## config.mk

```make
export PLATFORM = sky130hd
export DESIGN_NAME = motion_est_sad
export DESIGN_NICKNAME = d
export VERILOG_FILES = /design/src/rtl/motion_est_sad.sv
export SDC_FILE = /design/constraint.sdc
export NUM_CORES = 1
export LEC_CHECK = 0
export BUFFER_PORTS_ARGS = -buffer_cell sky130_fd_sc_hd__buf_2
export CORE_MARGIN = 1.5
export CORE_UTILIZATION = 40
export CTS_CLUSTER_DIAMETER = 100
export CTS_CLUSTER_SIZE = 12
export DETAILED_ROUTE_END_ITERATION = 7
export PLACE_DENSITY_LB_ADDON = 0.2
export SKIP_CTS_REPAIR_TIMING = 1
export SYNTH_ARGS = -nofsm -noshare
export SYNTH_HDL_FRONTEND = slang
export SYNTH_SLANG_ARGS = --single-unit
```

## constraint.sdc

```tcl
create_clock -name clock -period 3.1 [get_ports clock]
set_input_delay 0.465 -clock clock [delete_from_list [all_inputs] [get_ports clock]]
set_output_delay 0.465 -clock clock [all_outputs]
set_load 0.02 [all_outputs]
```

## src/rtl/motion_est_sad.sv

```systemverilog
// motion_est_sad: full-search block-matching engine.
// It scans every displacement (dx,dy) in [-RANGE,+RANGE]^2 over a BLKxBLK
// reference block and reports the minimum sum of absolute differences and
// its displacement.
// Optional build macro MOTION_EST_EARLY_TERM_EN: drops a candidate as soon as
// its registered partial SAD reaches the current best SAD.
//
// state | meaning
// ------+-------------------------------------------------------------
// IDLE  | waiting for start; results from the previous search are held
// SCAN  | issuing one ref/search read pair per cycle, no bubbles
// DRAIN | last reads in flight; final accumulate and compare
// DONE  | one-cycle done pulse; results valid
module motion_est_sad #(
  parameter int PIX_W = 8,
  parameter int BLK   = 16,
  parameter int RANGE = 8,
  localparam int SW    = BLK + 2*RANGE,
  localparam int SAD_W = PIX_W + 2*$clog2(BLK),
  localparam int MV_W  = $clog2(2*RANGE+1) + 1,
  localparam int RA_W  = $clog2(BLK*BLK),
  localparam int SA_W  = $clog2(SW*SW)
) (
  input  logic                    clock,
  input  logic                    reset_n,
  input  logic                    start,
  output logic                    busy,
  output logic                    done,
  output logic [SAD_W-1:0]        best_sad,
  output logic signed [MV_W-1:0]  mv_x,
  output logic signed [MV_W-1:0]  mv_y,
  output logic                    rd_en,
  output logic [RA_W-1:0]         ref_addr,
  input  logic [PIX_W-1:0]        ref_data,
  output logic [SA_W-1:0]         srch_addr,
  input  logic [PIX_W-1:0]        srch_data
);

  localparam int XW = $clog2(BLK);
  localparam logic [XW-1:0]   XM = XW'(BLK-1);
  localparam logic [MV_W-1:0] CM = MV_W'(2*RANGE);

  typedef enum logic [1:0] {S_IDLE, S_SCAN, S_DRAIN, S_DONE} state_t;

  state_t state, state_nx;

  // pixel (px,py) and candidate (cx,cy) counters; cx = dx+RANGE, cy = dy+RANGE
  logic [XW-1:0]   px, py;
  logic [MV_W-1:0] cx, cy;
  logic            last_pix, last_cand, start_acc, abort, scan_end;

  // stage 1: read issued last cycle, data valid this cycle
  logic            p1_v, p1_first, p1_last;
  logic [MV_W-1:0] p1_cx, p1_cy;

  // stage 2: registered partial/final SAD
  logic            a_v, a_fin;
  logic [MV_W-1:0] a_cx, a_cy;
  logic [SAD_W-1:0] acc;
  logic [PIX_W-1:0] diff;

  assign start_acc = (state == S_IDLE) && start;
  assign last_pix  = (px == XM) && (py == XM);
  assign last_cand = (cx == CM) && (cy == CM);
  assign scan_end  = last_cand && (last_pix || abort);

  assign ref_addr  = RA_W'({py, px});
  assign srch_addr = SA_W'((int'(py) + int'(cy)) * SW + int'(px) + int'(cx));

`ifdef MOTION_EST_EARLY_TERM_EN
  // A candidate can never win once its partial sum already reaches the best.
  // The tag match keeps the check from firing on a candidate already left.
  assign abort = (state == S_SCAN) && a_v && !a_fin &&
                 (a_cx == cx) && (a_cy == cy) && (acc >= best_sad);
`else
  assign abort = 1'b0;
`endif

  // state register
  always_ff @(posedge clock or negedge reset_n) begin
    if (!reset_n) state <= S_IDLE;
    else          state <= state_nx;
  end

  // next-state and status outputs
  always_comb begin
    state_nx = state;
    busy     = 1'b0;
    done     = 1'b0;
    rd_en    = 1'b0;
    case (state)
      S_IDLE:  if (start) state_nx = S_SCAN;
      S_SCAN: begin
        busy  = 1'b1;
        rd_en = 1'b1;
        if (scan_end) state_nx = S_DRAIN;
      end
      S_DRAIN: begin
        busy = 1'b1;
        // once no read is in flight the final compare happens on this edge
        if (!p1_v) state_nx = S_DONE;
      end
      S_DONE: begin
        done     = 1'b1;
        state_nx = S_IDLE;
      end
      default: state_nx = S_IDLE;
    endcase
  end

  // address generator: x inner, y, then dx, dy outer; abort skips to next candidate
  always_ff @(posedge clock or negedge reset_n) begin
    if (!reset_n) begin
      px <= '0;
      py <= '0;
      cx <= '0;
      cy <= '0;
    end else if (start_acc) begin
      px <= '0;
      py <= '0;
      cx <= '0;
      cy <= '0;
    end else if (state == S_SCAN) begin
      if (last_pix || abort) begin
        px <= '0;
        py <= '0;
        if (cx == CM) begin
          cx <= '0;
          cy <= (cy == CM) ? '0 : cy + MV_W'(1);
        end else begin
          cx <= cx + MV_W'(1);
        end
      end else begin
        px <= px + XW'(1);
        if (px == XM) py <= py + XW'(1);
      end
    end
  end

  // absolute difference of the returning pixel pair
  always_comb begin
    diff = (ref_data > srch_data) ? (ref_data - srch_data) : (srch_data - ref_data);
  end

  // read tracking: tags follow each read to the cycle its data returns
  always_ff @(posedge clock or negedge reset_n) begin
    if (!reset_n) begin
      p1_v     <= 1'b0;
      p1_first <= 1'b0;
      p1_last  <= 1'b0;
      p1_cx    <= '0;
      p1_cy    <= '0;
    end else begin
      p1_v     <= rd_en && !abort;
      p1_first <= (px == '0) && (py == '0);
      p1_last  <= last_pix;
      p1_cx    <= cx;
      p1_cy    <= cy;
    end
  end

  // per-candidate accumulation, restarting on pixel 0
  always_ff @(posedge clock or negedge reset_n) begin
    if (!reset_n) begin
      a_v   <= 1'b0;
      a_fin <= 1'b0;
      a_cx  <= '0;
      a_cy  <= '0;
      acc   <= '0;
    end else begin
      a_v <= p1_v && !abort;
      if (p1_v && !abort) begin
        acc   <= (p1_first ? '0 : acc) + SAD_W'(diff);
        a_fin <= p1_last;
        a_cx  <= p1_cx;
        a_cy  <= p1_cy;
      end
    end
  end

  // best tracking: strict less-than keeps the earliest candidate on ties
  always_ff @(posedge clock or negedge reset_n) begin
    if (!reset_n) begin
      best_sad <= '1;
      mv_x     <= '0;
      mv_y     <= '0;
    end else if (start_acc) begin
      best_sad <= '1;
    end else if (a_v && a_fin && (acc < best_sad)) begin
      best_sad <= acc;
      mv_x     <= a_cx - MV_W'(RANGE);
      mv_y     <= a_cy - MV_W'(RANGE);
    end
  end

endmodule

```

# [After elaboration in Yosys (flattened, before gate mapping)]
# Cells that the tools add are included.
[classes] n_lt_le_gt_ge=2 n_mux=27 bitwise=1 add_sub_neg=12 eq_ne=10 n_reduce_logical=21
[op_table] cell="6-bit two-way mux" count=9
[op_table] cell="16-bit two-way mux" count=3
[op_table] cell="4-bit two-way mux" count=7
[op_table] cell="16-bit by 8-bit adder with 16-bit output" count=1
[op_table] cell="16-bit less-than comparator" count=1
[op_table] cell="8-bit subtractor" count=2
[op_table] cell="6-bit by 1-bit adder with 6-bit output (second input constant)" count=2
[op_table] cell="6-bit by 5-bit equality test with 1-bit output (second input constant)" count=2
[op_table] cell="6-bit by 4-bit subtractor with 6-bit output (second input constant)" count=2
[op_table] cell="10-bit by 4-bit adder with 10-bit output" count=1
[op_table] cell="10-bit by 6-bit adder with 10-bit output" count=1
[op_table] cell="4-bit by 1-bit adder with 4-bit output (second input constant)" count=2
[op_table] cell="4-bit equality test (second input constant)" count=2
[op_table] cell="8-bit > comparator" count=1
[op_table] cell="4-bit zero test" count=2
[op_table] cell="8-bit two-way mux" count=1
[op_table] cell="2-bit one-hot mux with 4 select lines" count=1
[op_table] cell="2-bit nonzero test" count=4
[op_table] cell="1-bit logical AND" count=7
[op_table] cell="2-bit two-way mux" count=3
[op_table] cell="2-bit inequality test (second input constant)" count=3
[op_table] cell="2-bit AND reduction" count=3
[op_table] cell="3-bit AND reduction" count=2
[op_table] cell="4-bit by 5-bit adder with 5-bit output" count=1
[op_table] cell="other kinds (7)" count=10
[word_totals] elab_cells=91 out_inout_bits=49 inputBits=19 reg_bits=95

# [Depth between registers and ports, before layout]
[depth] word_depth=6 depth_mapped=18 depth_no_buf=17

# [Worst setup path after synthesis]
# Ideal clock, no wire load.
[synth_timing] path_type="input -> register" startpoint="input ref_data[5]" endpoint="register acc[14]" setup_time_ns=0.126 slack_ns=-0.631 required_ns=2.974 t_arrival_ns=3.605 path_stages=15 path_buffers=1 cell_sequence="inv_1 ha_1 a211o_1 a21oi_1 a21o_1 buf_2 mux2i_1 o221ai_1 xor2_1 ha_1 nor3_1 or2_2 a31oi_1 nand4_1 a311o_1"
[synth_between] elab_chain_len=3 word_cells_on_any_way=5 classes_between="add/sub (3); order compare (1); mux (1)"
[synth_lines] element="start, declared" line="34" text="input logic [PIX_W-1:0] ref_data,"
[synth_lines] element="8-bit subtractor / 8-bit > comparator (equally long branches)" line="142" text="diff = (ref_data > srch_data) ? (ref_data - srch_data) : (srch_data - ref_data);"
[synth_lines] element="8-bit two-way mux *" line="142"
[synth_lines] element="16-bit by 8-bit adder with 16-bit output *" line="173" text="acc <= (p1_first ? '0 : acc) + SAD_W'(diff);"
[synth_lines] element="end signal, assigned" line="173"
[synth_lines] element="end, declared" line="59" text="logic [SAD_W-1:0] acc;"
# Mark *: on every way between the ends. The rest lies on a longest branch, timed or not.
# A chain may end at the register's enable or synchronous reset.

# [Worst setup path in the final report]
[layout_timing] startpoint="input ref_data[5]" endpoint="register acc[15]"
# The elaborated chain is that of the path after synthesis.

==> reports/results.ini <==
[run_status]
outcome=finished with violations
violations=setup timing

[yosys]
yosysSeqAreaShare_pct=40.8
yosys.cell_types.count=63
synth_xor_area_share_pct=4.92
ys_async_sr_fraction_pct=100
synth_adder_area_share_pct=14.9
synth_simple_gate_area_share_pct=11.7
synth_nets=658
synth_top_family_by_area=adder cells
synth_seq_cells=95
synthMuxAreaShare_pct=7.57
synthCells=572
syn_area_mm2=0.00587
synth-main-ff-cell=dfrtp_1
synth_compound_area_share_pct=14.5
synth-edff-count=0
synth_warnings=0
syn_area_per_cell_um2=10.3

[critical_path]
path_delay_family=compound AO/OA/AOI/OAI gates
reg2reg_slack_ps=430
end_kind=register
reg2reg_from=best_sad[15]
r2r-end=best_sad[5]
required_ps=3300
slowest_stage=ha_1
slowest_delay_ps=340
crit_buf_inv=5
path_class=in2reg
path_cells=buf_4 -> inv_4 -> ha_4 -> buf_4 -> nand4_1 -> a21o_1 -> a21o_4 -> mux2i_4 -> buf_6 -> xnor2_2 -> ha_1 -> nand3_1 -> o211ai_1 -> buf_4 -> o21ai_4 -> nor4_2 -> mux2i_1 -> o22ai_1
reg2regPathDepth=7
critPathArrivalTime_ps=3480
critical_path.most_common_cell=buf_4
worstSetupStartpointType=input pin
path_max_fanout=5

[placement]
gp_congestion=0.856
dp_hpwl_mm=9.79
post-place-ws_ps=-577
port_buffers=67
dp_cells=857

[pwr]
p_sw_mw=2.24
p_clk_share_pct=19.4
combPwrFrac_pct=49.9
p_int_mw=3.67
swShare_pct=37.8
p_leak_nw=3.83
vdd_drop_max_uv=613
sequentialPowerShare_pct=30.7
power_density_mw_per_mm2=791

[cts]
root_buffer=clkbuf_16
cts_buffers=9
clk_path_buf_depth=2
cts_sinks=95
cts_tree=done
clk_pin_slew_worst_paths_ps=70
insertion_delay_ps=350
htree_levels=3

[sta]
fin_crit_sh_pct=106
fmax_mhz=305
final-max-slew-violation-count=0
fin_setup_tns_ps=-936
finalCriticalPeriod_ps=3270
whs_ps=145
rsz0062_at_grt=yes
slew_headroom_pct=48.2
worst_slack_ps=-174
tightestPinTransition_ps=773
setup_viol=11
finalHoldViolCount=0
finClkSkew_ps=8.14

[global_routing]
grt_pass1_wl_mm=21.7
grt_pass1_vias=4517
grt_max_degree=96
grtUsageTotal_pct=18.0
antenna_found_initial=0
grt_overflow=0

[route]
route.antenna.remaining_nets=0
routed_wl_mm=13.4
wl_per_cell_um=15.2
via_count=4602
detailedRoute.firstIterationViolations=183
drc=0
vias_per_cell=5.22
first_pass_iters=4

[die]
initial_core_util_pct=40.7
io_pins=68
std_cell_rows=44
core_area_mm2=0.0144
die_h_um=124
dieArea_mm2=0.0154
die-width_um=124

[finish]
drive_gt1_share_pct=35.1
final_nets=779
final_common_cell=dfrtp_1
syn_to_final_growth_pct=27.2
final_cell_mix=78 x dfrtp_1, 63 x inv_1, 63 x buf_2
insertedDiodeCount=0
utilization_pct=51.8
layoutNonFillerInstCount=882

[min_path]
holdCritPathClass=in2async

[flow_run]
cap_violations=0

## how the worst max path moves through the flow
| stage | from | endpoint | slack, ps | cells past startpoint |
|---|---|---|---|---|
| after floorplan | srch_data[5] | acc[11] | -190 | 14 |
| after global placement | ref_data[0] | acc[15] | -480 | 17 |
| after detailed placement | ref_data[1] | acc[13] | -580 | 16 |
| after CTS | ref_data[1] | acc[13] | -220 | 15 |
| after global routing | ref_data[0] | acc[15] | -340 | 18 |
| final | ref_data[5] | acc[15] | -170 | 18 |
## cells by family (layout without fill, tap and decap cells)
logic type	count (synthesis)	count (layout)
simple gates	141	141
xor+xnor	33	33
compound gates	113	113
mux	40	40
flops	95	95
fa+ha+maj	67	67
buf+inv	83	209
## layer usage
metal,share of wire [%],routed length (um),vias up,track usage [%]
met5,0,0,-,0
met4,1.4,187,0,4.69
met3,4.9,659,15,4.95
met2,48,6390,99,29.5
met1,46,6160,2265,23.6
li1,-,-,2223,-
## power by group through the flow
stage	Combinational, mW	Sequential (mW)	Clock, mW
global route	3.25	1.87	1.23
finish	2.95	1.82	1.14
detailed placement	2.56	1.83	0
floorplan	1.82	1.74	0
global placement	2.51	1.82	0
CTS	2.58	1.81	1.19
## worst reg2reg max path: cells and delay by family, from the launching register on
| kind | cells | cell delay [ps] |
|---|---|---|
| DFF | 1 | 550 |
| AOI/OAI and AO/OA | 2 | 850 |
| and+or+nand+nor | 2 | 530 |
| adders and majority gates | 1 | 340 |
| buffers and inverters | 2 | 340 |
## cell usage after synthesis, types with 8 or more instances
library cell,number,area [um2]
a2bb2oi_1,16,140
ha_1,62,776
dfstp_2,16,420
a21o_1,11,82.6
mux2_2,27,304
clkbuf_1,9,33.8
xnor2_1,16,140
nand2_1,35,131
mux2i_1,11,110
nand3_1,16,80.1
inv_1,67,251
xor2_1,17,149
nor2_1,40,150
dfrtp_1,79,1980
nor2b_1,14,87.6
nand4_1,8,50.1
a21oi_1,25,125
o21ai_0,17,85.1
## final cells by class
type	instances	area, um2
clock buffer	13	270
clock inverter	3	40.0
fill	1309	6960
inverter	67	262
multi-input combinational	394	3450
sequential	95	2400
tap	184	230
timing repair buffer	126	820
## registers in the layout, indices dropped and copies added, names as in the netlist
signal and count:
a_v 1, acc 16, p1_last 1, a_cx 6
a_cy 6, p1_cy 6, best_sad 16, cx 6
a_fin 1, p1_v 1, cy 6, mv_x 6
state 2, py 4, mv_y 6, px 4
p1_first 1, p1_cx 6
## stage by stage
step,cell area (um2),power [mW]
3_3_place_gp,6870,4.33
6_report,7470,5.91
4_1_cts,7180,5.58
2_1_floorplan,5990,3.56
3_5_place_dp,6870,4.40
5_1_grt,7470,6.35
Note: power is estimated with default switching activity, not from simulation.
